### src/rtl/bridge_drv.sv
// bridge_drv -- full-bridge gate driver sequencer for a resonant converter.
// Follows the resonant current phase (fb) once it is seen toggling, and falls
// back to an internal start oscillator when feedback is absent or lost.
// Every leg change passes through a dead band of DEAD_CNT cycles with both
// gate commands low.
//
// Ports:
//   clk      system clock, rising edge
//   rst      asynchronous active-high reset
//   en       bridge enable (interrupter), synchronous to clk
//   fb       raw current-phase feedback, asynchronous to clk
//   out_a    high-side gate command, leg A
//   out_b    high-side gate command, leg B
//   fb_lost  high while the internal start oscillator is the phase source
module bridge_drv #(
  parameter int DEAD_CNT   = 4,
  parameter int START_HALF = 50,
  parameter int FB_TIMEOUT = 200
) (
  input  logic clk,
  input  logic rst,
  input  logic en,
  input  logic fb,
  output logic out_a,
  output logic out_b,
  output logic fb_lost
);

  localparam int DW = $clog2(DEAD_CNT + 1);
  localparam int OW = $clog2(START_HALF + 1);
  localparam int TW = $clog2(FB_TIMEOUT + 1);

  localparam logic [DW-1:0] DEAD_LAST = DW'(DEAD_CNT - 1);
  localparam logic [OW-1:0] OSC_LAST  = OW'(START_HALF - 1);
  localparam logic [TW-1:0] TO_MAX    = TW'(FB_TIMEOUT);

  typedef enum logic [1:0] {IDLE, DEAD, A_ON, B_ON} state_t;

  // feedback synchronizer and edge detect
  logic fb_m, fb_s, fb_s_d;
  logic fb_edge;

  always_ff @(posedge clk or posedge rst) begin
    if (rst) begin
      fb_m   <= 1'b0;
      fb_s   <= 1'b0;
      fb_s_d <= 1'b0;
    end else begin
      fb_m   <= fb;
      fb_s   <= fb_m;
      fb_s_d <= fb_s;
    end
  end

  assign fb_edge = fb_s ^ fb_s_d;

  // feedback timeout: counts quiet enabled cycles, saturating at FB_TIMEOUT
  logic [TW-1:0] tcnt, tcnt_n;
  logic          fb_valid, fb_valid_n;

  always_comb begin
    tcnt_n = tcnt;
    if (!en || fb_edge)   tcnt_n = '0;
    else if (tcnt != TO_MAX) tcnt_n = tcnt + 1'b1;
  end

  // an edge always wins over the timeout
  always_comb begin
    fb_valid_n = fb_valid;
    if (fb_edge)               fb_valid_n = 1'b1;
    else if (tcnt_n == TO_MAX) fb_valid_n = 1'b0;
  end

  always_ff @(posedge clk or posedge rst) begin
    if (rst) begin
      tcnt     <= '0;
      fb_valid <= 1'b0;
      fb_lost  <= 1'b1;
    end else begin
      tcnt     <= tcnt_n;
      fb_valid <= fb_valid_n;
      fb_lost  <= ~fb_valid_n;
    end
  end

  // start oscillator: held high while disabled so the first leg is always A
  logic [OW-1:0] ocnt;
  logic          osc;

  always_ff @(posedge clk or posedge rst) begin
    if (rst) begin
      ocnt <= '0;
      osc  <= 1'b1;
    end else if (!en) begin
      ocnt <= '0;
      osc  <= 1'b1;
    end else if (ocnt == OSC_LAST) begin
      ocnt <= '0;
      osc  <= ~osc;
    end else begin
      ocnt <= ocnt + 1'b1;
    end
  end

  logic phase;
  assign phase = fb_valid ? fb_s : osc;

  // leg sequencer
  state_t        state, state_n;
  logic [DW-1:0] dcnt, dcnt_n;

  always_ff @(posedge clk or posedge rst) begin
    if (rst) begin
      state <= IDLE;
      dcnt  <= '0;
    end else begin
      state <= state_n;
      dcnt  <= dcnt_n;
    end
  end

  always_comb begin
    state_n = state;
    dcnt_n  = dcnt;
    case (state)
      IDLE: begin
        state_n = DEAD;
        dcnt_n  = '0;
      end
      DEAD: begin
        // phase is only looked at on the last dead cycle; earlier wiggles
        // neither restart nor shorten the band
        if (dcnt == DEAD_LAST) state_n = phase ? A_ON : B_ON;
        else                   dcnt_n  = dcnt + 1'b1;
      end
      A_ON: begin
        if (!phase) begin
          state_n = DEAD;
          dcnt_n  = '0;
        end
      end
      B_ON: begin
        if (phase) begin
          state_n = DEAD;
          dcnt_n  = '0;
        end
      end
      default: begin
        state_n = IDLE;
        dcnt_n  = '0;
      end
    endcase
    if (!en) begin
      state_n = IDLE;
      dcnt_n  = '0;
    end
  end

  // outputs registered from the next state so they line up with the state
  // register and can never both be high
  always_ff @(posedge clk or posedge rst) begin
    if (rst) begin
      out_a <= 1'b0;
      out_b <= 1'b0;
    end else begin
      out_a <= (state_n == A_ON);
      out_b <= (state_n == B_ON);
    end
  end

endmodule

### config.mk
export PLATFORM = sky130hd
export DESIGN_NAME = bridge_drv
export DESIGN_NICKNAME = d
export VERILOG_FILES = /design/src/rtl/bridge_drv.sv
export SDC_FILE = /design/constraint.sdc
export NUM_CORES = 1
export LEC_CHECK = 0
export BUFFER_PORTS_ARGS = -buffer_cell sky130_fd_sc_hd__buf_2
export CAP_MARGIN = 20
export CORE_AREA = 2 2 52 54
export CTS_CLUSTER_DIAMETER = 80
export DETAILED_ROUTE_END_ITERATION = 12
export DIE_AREA = 0 0 54 56
export GPL_ROUTABILITY_DRIVEN = 0
export HOLD_SLACK_MARGIN = 0.12
export PLACE_DENSITY_LB_ADDON = 0.2
export SETUP_SLACK_MARGIN = 0.05
export SYNTH_ARGS = -nofsm -noshare
export SYNTH_HDL_FRONTEND = slang
export SYNTH_SLANG_ARGS = --single-unit
### constraint.sdc
create_clock -name clk -period 2.2 [get_ports clk]
set_clock_uncertainty 0.05 [all_clocks]
set_input_delay 0.44 -clock clk [delete_from_list [all_inputs] [get_ports clk]]
set_output_delay 0.44 -clock clk [all_outputs]
set_load 0.05 [all_outputs]
# Word-level counts from Yosys, hierarchy flattened

Index checks and enable logic that the tools add are counted.

Muxes and demuxes: 20
Bitwise operators: 3
Reductions and logical operators: 4
Equal/unequal tests: 13
$add $sub $neg: 3

Operators with widths:

| operator                                               | count |
|---|---|
| two-way mux 8 bit                                      | 2 |
| two-way mux 3 bit                                      | 4 |
| two-way mux 6 bit                                      | 2 |
| one-hot mux 3 bit (4 select lines)                     | 1 |
| inequality test 3 bit (second input constant)          | 3 |
| adder 8 x 1 -> 8 bit (second input constant)           | 1 |
| == test 2 bit (second input constant)                  | 4 |
| == test 8 bit (second input constant)                  | 1 |
| two-way mux 2 bit                                      | 4 |
| inequality test 8 bit (second input constant)          | 1 |
| one-hot mux 2 bit (4 select lines)                     | 1 |
| adder 6 x 1 -> 6 bit (second input constant)           | 1 |
| == test 6 bit (second input constant)                  | 1 |
| two-way mux 1 bit                                      | 6 |
| adder 3 x 1 -> 3 bit (second input constant)           | 1 |
| == test 3 x 2 -> 1 bit (second input constant)         | 1 |
| AND reduction 3 bit                                    | 1 |
| == test 2 x 1 -> 1 bit (second input constant)         | 1 |
| logical NOT 2 bit                                      | 1 |
| inequality test 2 x 1 -> 1 bit (second input constant) | 1 |
| NOT 1 bit                                              | 2 |
| logical NOT 1 bit                                      | 1 |
| logical OR 1 bit                                       | 1 |
| bitwise XOR 1 bit                                      | 1 |

Register bits: 27
Output and inout bits: 3
Input bits: 4
Word-level logic and storage cells: 55

# Depth between registers and ports, before layout

Gate-level depths: netlist of the first run.

Depth after elaboration: 7
Mapped depth: 6
Depth with buffers taken out: 6

# Least setup slack after synthesis of the first run

No wires, ideal clock.

Path type: reg2reg
From: register tcnt[0]
To: register fb_lost
Arrival time: 1.411 ns
Stages on the path, launching flop included: 7
Clock period less this slack: 1.544 ns
Data required time: 2.067 ns
Slack: 0.656 ns
Cell sequence: dfrtp_1 > inv_1 > ha_1 > nand3b_4 > nor4_4 > nor3_1 > o311a_1

Longest elaborated chain between the ends: 7

RTL lines:

| item                                                          | line | text |
|---|---|---|
| start: declaration                                            | 58   | `logic [TW-1:0] tcnt, tcnt_n;` |
| start signal: assignment                                      | 80   | `tcnt <= tcnt_n;` |
| adder 8 x 1 -> 8 bit or inequality test 8 bit (tied branches) | 64   | `else if (tcnt != TO_MAX) tcnt_n = tcnt + 1'b1;` |
| two-way mux 8 bit (*)                                         | 64   |  |
| two-way mux 8 bit (*)                                         | 63   | `if (!en \|\| fb_edge) tcnt_n = '0;` |
| == test 8 bit (*)                                             | 71   | `else if (tcnt_n == TO_MAX) fb_valid_n = 1'b0;` |
| two-way mux 1 bit (*)                                         | 71   |  |
| two-way mux 1 bit (*)                                         | 70   | `if (fb_edge) fb_valid_n = 1'b1;` |
| NOT 1 bit (*)                                                 | 82   | `fb_lost <= ~fb_valid_n;` |
| end signal: assignment                                        | 82   |  |
| end: declaration                                              | 26   | `output logic fb_lost` |

Every way passes the cells marked *; elsewhere a longest branch is shown, timed or not.
A chain may end at the register's enable or synchronous reset.

# Worst setup path in the final report of the first run

Ends and elaborated chain as after synthesis.

==> impl_metrics.yaml, run 1 <==
global_routing:
  grt_pass1_vias: 928
  grt_use_met2_pct: 28.75
  grt_usage_pct: 17.72
  top_usage_layer: "met2"
  grt_max_degree: 28
  grt_pass1_wl_mm: 4.057
  antenna_found_initial: 0
  grtUsageMet1_pct: 24.03
  gr-usage-met3_pct: 3.226
  globalRouteOverflowTotal: 0
sta:
  report.final.setup_viol: 0
  report.final.slew_viol_count: 0
  fin_crit_ns: 1.726
  hold_viol_final: 0
  tightest_slew_ns: 0.5040
  setup_tns_ns: 0
  period_share_pct: 78.46
  relSlewSlack_pct: 66.33
  postLayoutSetupSlackWorst_ns: 0.4739
  fmax_mhz: 579.3
  rsz0062_at_grt: "false"
detailed_routing:
  drc: 0
  drtIter0Drc: 12
  wirelength_mm: 2.205
  wire_per_inst_um: 13.70
  ant_nets: 0
  detail_route.first_pass.iterations: 4
  dr_total_vias: 906
  vias_per_cell: 5.627
critical_path:
  cp.arrival_ns: 1.94
  startpoint_type: "flop"
  worstPathRequired_ns: 2.41
  path_cells: "inv_1, ha_1, nand3b_4, nor4_4, nor3_1, o311a_1"
  slowest_stage: "dfrtp_1"
  crit_fanout: 7
  cp-end-kind: "flop"
  critPathKind: "reg -> reg"
  cpPeakStageDelay_ns: 0.47
clock_network:
  h-tree-depth: 1
  clockBufferDepth: 2
  path_clk_slew_ns: 0.14
  postCtsSetupBuffers: 0
  clk_latency_ns: 0.32
  cts_root_buf: "clkbuf_4"
  cts_buffers: 3
  cts.sink_count: 27
  tritoncts: "yes"
  ctsResizeCount: 0
die:
  fp-row-count: 18
  core_um2: 2432
  io_pins: 7
  die_h_um: 56
  die_w_um: 54
  initial_utilization_pct: 56.22
  die-area_um2: 3024
synth:
  ys_seq_area_share_pct: 49.59
  ys_ff_latch: 27
  syn-cell-area_um2: 1368
  postSynthCellCount: 122
  synth_fp_nets: 132
  yosysTopAreaCell: "dfrtp_1"
  async_reset_ff_share_pct: 100.0
  ys_warn_count: 0
  synth_top_area_share_pct: 45.75
  syn_avg_cell_area_um2: 11.21
  synth_cell_types: 38
  synth_area_leaders: "dfrtp_1 46%, ha_1 5.5%, xor2_1 5.1%"
  synth_edf_count: 0
  ys.flop_type: "dfrtp_1"
pwr:
  p_leak_nw: 0.6981
  ir_drop_uv: 416.2
  finalPower_mw: 0.8023
  pwr_density_cell_nw_per_um2: 545.8
flow_run:
  maxCapViolCount: 0
cells_and_area:
  area_growth_pct: 7.502
  antenna_cells_inserted: 0
  drive_gt1_share_pct: 15.27
  final_area_um2: 1470
  nets: 142
min_path:
  hold_class: "in -> reg"
run_status:
  status: "finished, final reports clean"
placement:
  hpwl_mm: 1.650
  post-place-ws_ns: 0.5016
  portBuffers: 6
  place_area_um2: 1430
[sequential cells by signal, indices dropped and copies added (netlist names), 2 cells and up]
register	flops
dcnt	3
ocnt	6
state	2
tcnt	8
[stage by stage]
step / instances / hold slack [ns] / utilization [%]
2_1_floorplan: 122 / 0.2812 / -
3_3_place_gp: 156 / 0.2823 / 58.80
3_5_place_dp: 156 / 0.2879 / 58.80
4_1_cts: 161 / 0.1447 / 60.44
5_1_grt: 161 / 0.1268 / 60.44
6_report: 161 / 0.1574 / 60.44
[what timing repair did]
action | 4_1_cts | 5_1_grt
setup endpoints to repair | 0 | 0
hold endpoints to repair | 25 | 0
hold buffers | 1 | 0
[kinds of logic (layout without fill, tap and decap cells)]
| logic type | Yosys count | count (layout) | synth area share (%) |
|---|---|---|---|
| AND/OR/NAND/NOR | 53 | 53 | 22.51 |
| flip-flops | 27 | 27 | 49.59 |
| XOR/XNOR | 14 | 14 | 9.515 |
| AO/OA/AOI/OAI | 10 | 10 | 7.411 |
| buffers and inverters | 8 | 17 | 2.287 |
| adder cells (fa/ha/maj) | 6 | 6 | 5.489 |
| multiplexers | 4 | 4 | 3.202 |
[cells in the final DEF (no fill, tap or decap), types with 2 or more instances in the layout]
master,count
nor2b_1,3
clkbuf_4,3
and3_1,2
nand2_1,8
nand4_1,4
xor2_1,8
mux2i_1,3
inv_1,5
ha_1,6
xnor2_1,5
nor3_1,6
a21o_1,2
nor2_1,12
dfrtp_1,25
dfstp_2,2
nand3b_1,2
buf_2,6
nand3_1,6
[synthesized netlist by cell type, drive strengths merged (2+ instances only)]
master / n
nand3: 6
xor2: 8
dfstp: 2
and3: 2
nand3b: 3
mux2i: 4
xnor2: 6
nor3: 6
nor2: 12
a21o: 2
nand4: 4
nand2: 9
inv: 5
clkbuf: 2
nor2b: 3
dfrtp: 25
ha: 6
[critical path, delay by kind of cell, from the launching register on]
| family | cells | cell delay (ns) |
|---|---|---|
| AOI/OAI and AO/OA | 1 | 0.31 |
| adders and majority gates | 1 | 0.22 |
| buffers and inverters | 1 | 0.14 |
| DFF | 1 | 0.47 |
| and+or+nand+nor | 3 | 0.49 |
[power breakdown]
part / leakage, nW / internal (mW) / switching, mW / total, mW
sequential: 0.351 / 0.509 / 0.0139 / 0.523
clock: 0.0139 / 0.0695 / 0.144 / 0.214
combinational: 0.333 / 0.0248 / 0.0408 / 0.0655
[final timing paths]
| path | start | endpoint | slack, ns | cells after the start |
|---|---|---|---|---|
| max | tcnt[0] | fb_lost | 0.47 | 6 |
| max in group asynchronous | rst | fb_lost | 1.16 | 4 |
| max reg2reg | tcnt[0] | fb_lost | 0.47 | 6 |
| min in group asynchronous | rst | tcnt[6] | 0.64 | 4 |
| min reg2reg | fb_m | fb_s | 0.32 | 0 |
| min | fb | fb_m | 0.16 | 1 |
[final cells by class]
class	instances	area, um2
multi-input combinational	87	658.1
timing repair buffer	8	47.55
tap	30	37.54
clock inverter	1	7.507
clock buffer	3	22.52
fill	204	962.2
sequential	27	678.2
inverter	5	18.77
[per-layer routing]
metal / vias up / part of all wire, % / wire length [um]
met2: 15 / 50 / 1109
met5: - / 0 / 0
met1: 445 / 46 / 1015
met3: 2 / 2.6 / 58
li1: 444 / - / -
met4: 0 / 0.95 / 21
No activity file was read; power rests on OpenSTA's default activity.
==> inputs of run 2 (changes only) <==
--- a/config.mk
+++ b/config.mk
@@ -5,12 +5,13 @@
 export SDC_FILE = /design/constraint.sdc
 export NUM_CORES = 1
 export LEC_CHECK = 0
+export ABC_AREA = 1
 export BUFFER_PORTS_ARGS = -buffer_cell sky130_fd_sc_hd__buf_2
 export CAP_MARGIN = 20
-export CORE_AREA = 2 2 52 54
+export CORE_AREA = 2 2 51 53
 export CTS_CLUSTER_DIAMETER = 80
 export DETAILED_ROUTE_END_ITERATION = 12
-export DIE_AREA = 0 0 54 56
+export DIE_AREA = 0 0 53 55
 export GPL_ROUTABILITY_DRIVEN = 0
 export HOLD_SLACK_MARGIN = 0.12
 export PLACE_DENSITY_LB_ADDON = 0.2
==> constraint.sdc (replaced) <==
create_clock -name clk -period 1.7 [get_ports clk]
set_clock_uncertainty 0.05 [all_clocks]
set_input_delay 0.34 -clock clk [delete_from_list [all_inputs] [get_ports clk]]
set_output_delay 0.34 -clock clk [all_outputs]
set_load 0.05 [all_outputs]
==> run 2 against run 1 <==
Power rose by 30%. Clock power rose by 30%. Critical path type unchanged. Via count rose by 7.2%. Global-route usage fell by 0.20 points. Critical path depth rose by 5.
==> impl_metrics.yaml, run 2 <==
cells_and_area:
  final_cell_mix: "41 x nand2_1, 25 x dfrtp_1, 24 x inv_1"
  area_growth_pct: 10.53
  drive_gt1_share_pct: 16.18
  largest_reg_flops: 8
  final_common_cell: "nand2_1"
  top_register: "tcnt"
  antenna_cells_inserted: 0
  nets: 184
  largestRegisters: "tcnt: 8 flops, ocnt: 6 flops, dcnt: 3 flops"
  final_area_um2: 1471
  n_fill_cell: 203
critical_path:
  cp-end-kind: "flop"
  cp_num_buf_inv: 1
  cpLargestDelayFamily: "simple AND/OR/NAND/NOR gates"
  startpoint_type: "flop"
  path_cells: "inv_2, ha_1, nand2_1, nor2_2, nand2_1, nand2_2, nand3_1, nor2_1, nand2_1, nand2_1, nand2_1"
  cpPeakStageDelay_ns: 0.44
  cp_common_cell: "nand2_1"
  worstPathRequired_ns: 1.89
  critPathKind: "reg -> reg"
  crit_fanout: 4
  cp.arrival_ns: 1.69
  slowest_stage: "dfrtp_1"
clock_network:
  cts_root_buf: "clkbuf_4"
  clockBufferDepth: 2
  tritoncts: "yes"
  h-tree-depth: 1
  cts_buffers: 3
  cts.sink_count: 27
  clk_latency_ns: 0.32
  path_clk_slew_ns: 0.15
sta:
  hold_viol_final: 0
  relSlewSlack_pct: 69.94
  report.final.setup_viol: 0
  period_share_pct: 88.08
  fmax_mhz: 667.8
  rsz0062_at_grt: "false"
  fin_crit_ns: 1.497
  tightest_slew_ns: 0.4479
  report.final.slew_viol_count: 0
  hold_ws_ns: 0.2354
  setup_tns_ns: 0
min_path:
  hold_class: "in -> reg"
synth:
  ys_top_cells_by_count: "42 x nand2_1, 25 x dfrtp_1, 25 x inv_1"
  yosysTopAreaCell: "dfrtp_1"
  async_reset_ff_share_pct: 100.0
  synth_top_area_share_pct: 46.99
  yosysMostFrequentCell: "nand2_1"
  ys.flop_type: "dfrtp_1"
  synth_fp_nets: 169
  synth_area_leaders: "dfrtp_1 47%, nand2_1 12%, inv_1 7.0%"
  synth_edf_count: 0
  synth_cell_types: 23
  ys_ff_latch: 27
  syn_avg_cell_area_um2: 8.373
  ys_warn_count: 0
  postSynthCellCount: 159
  syn-cell-area_um2: 1331
  ys_seq_area_share_pct: 50.94
detailed_routing:
  drc: 0
  wire_per_inst_um: 10.76
  vias_per_cell: 4.783
  detail_route.first_pass.iterations: 4
  drtIter0Drc: 14
  wirelength_mm: 2.185
  ant_nets: 0
  dr_total_vias: 971
global_routing:
  grt_pass1_wl_mm: 3.684
  top_usage_layer: "met2"
  antenna_found_initial: 0
  grt_max_degree: 28
  grt_use_met2_pct: 32.50
  grtUsageMet1_pct: 20.77
  gr-usage-met3_pct: 3.226
  grt_pass1_vias: 917
  globalRouteOverflowTotal: 0
  grt_usage_pct: 17.52
pwr:
  p_clk_share_pct: 26.7
  switching_share_pct: 24.82
  pwr_density_cell_nw_per_um2: 707.7
  ir_drop_uv: 658.4
  pwr-share-seq_pct: 65.2
  combPwrFrac_pct: 8.1
  p_switching_mw: 0.2584
  p_leak_nw: 0.7460
  intPower_mw: 0.7828
die:
  die-area_um2: 2915
  die_w_um: 53
  die_h_um: 55
  fp-row-count: 18
  io_pins: 7
  initial_utilization_pct: 56.30
  core_um2: 2365
placement:
  hpwl_mm: 1.669
  place_area_um2: 1406
  portBuffers: 6
run_status:
  status: "finished, final reports clean"
flow_run:
  maxCapViolCount: 0
==> run 2: per-layer routing <==
metal	wire, um	up-vias	part of all wire, %
met5	0	-	0
met4	15	0	0.69
met3	42	2	1.9
met2	1160	6	53
met1	967	447	44
li1	-	516	-
==> run 2: kinds of logic (layout without fill, tap and decap cells) <==
family	count (synthesis)	after routing	synth area share (%)
xor gates and xnor gates	2	2	1.316
buffers and inverters	26	40	7.331
DFF	27	27	50.94
and+or+nand+nor	83	83	27.35
adders and majority gates	6	6	5.639
AOI/OAI and AO/OA	15	15	7.424
==> run 2: area by class of cell <==
type / instances / area, um2 / share of cell area [%]
Tap cell: 30 / 37.54 / 2.551
Clock inverter: 1 / 7.507 / 0.5102
Clock buffer: 3 / 22.52 / 1.531
Inverter: 26 / 97.59 / 6.633
Sequential cell: 27 / 678.2 / 46.09
Timing Repair Buffer: 10 / 65.06 / 4.422
Multi-Input combinational cell: 106 / 563.0 / 38.27
==> run 2: final timing paths <==
| check | from | slack [ns] | cells past startpoint | end |
|---|---|---|---|---|
| max | tcnt[0] | 0.20 | 11 | fb_valid |
| min in group asynchronous | rst | 0.53 | 4 | ocnt[5] |
| max reg2reg | tcnt[0] | 0.20 | 11 | fb_valid |
| min | en | 0.24 | 3 | dcnt[0] |
| min reg2reg | fb_m | 0.32 | 0 | fb_s |
| max in group asynchronous | rst | 0.74 | 4 | fb_lost |
==> run 2: power groups by stage <==
stage | clock network (mW) | logic, mW | registers, mW
2_1_floorplan | 0 | 0.0573 | 0.688
3_3_place_gp | 0 | 0.0753 | 0.690
3_5_place_dp | 0 | 0.0790 | 0.691
4_1_cts | 0.294 | 0.0827 | 0.679
5_1_grt | 0.318 | 0.100 | 0.682
6_report | 0.278 | 0.0840 | 0.679
==> run 2: stage by stage <==
| stage | total power [mW] | worst slack [ns] | std cells | utilization, % |
|---|---|---|---|---|
| 3_5_place_dp | 0.7703 | 0.1849 | 196 | 59.47 |
| 6_report | 1.041 | 0.2027 | 203 | 62.22 |
| 4_1_cts | 1.056 | 0.1825 | 202 | 61.59 |
| 5_1_grt | 1.101 | 0.003484 | 203 | 62.22 |
| 2_1_floorplan | 0.7451 | 0.3081 | 159 | - |
| 3_3_place_gp | 0.7650 | 0.2086 | 196 | 59.47 |
==> run 2: worst reg2reg max path, delay by kind of cell, from the launching register on <==
kind / cells / cell delay (ns)
fa+ha+maj: 1 / 0.14
simple gates: 9 / 0.73
flops: 1 / 0.44
buf+inv: 1 / 0.07
==> run 2: timing repair <==
action | CTS | global route
buffers inserted | 0 | 1
hold buffers | 2 | 0
endpoints found under the hold margin | 26 | 0
resized for setup | 0 | 4
setup endpoints to repair | 0 | 2
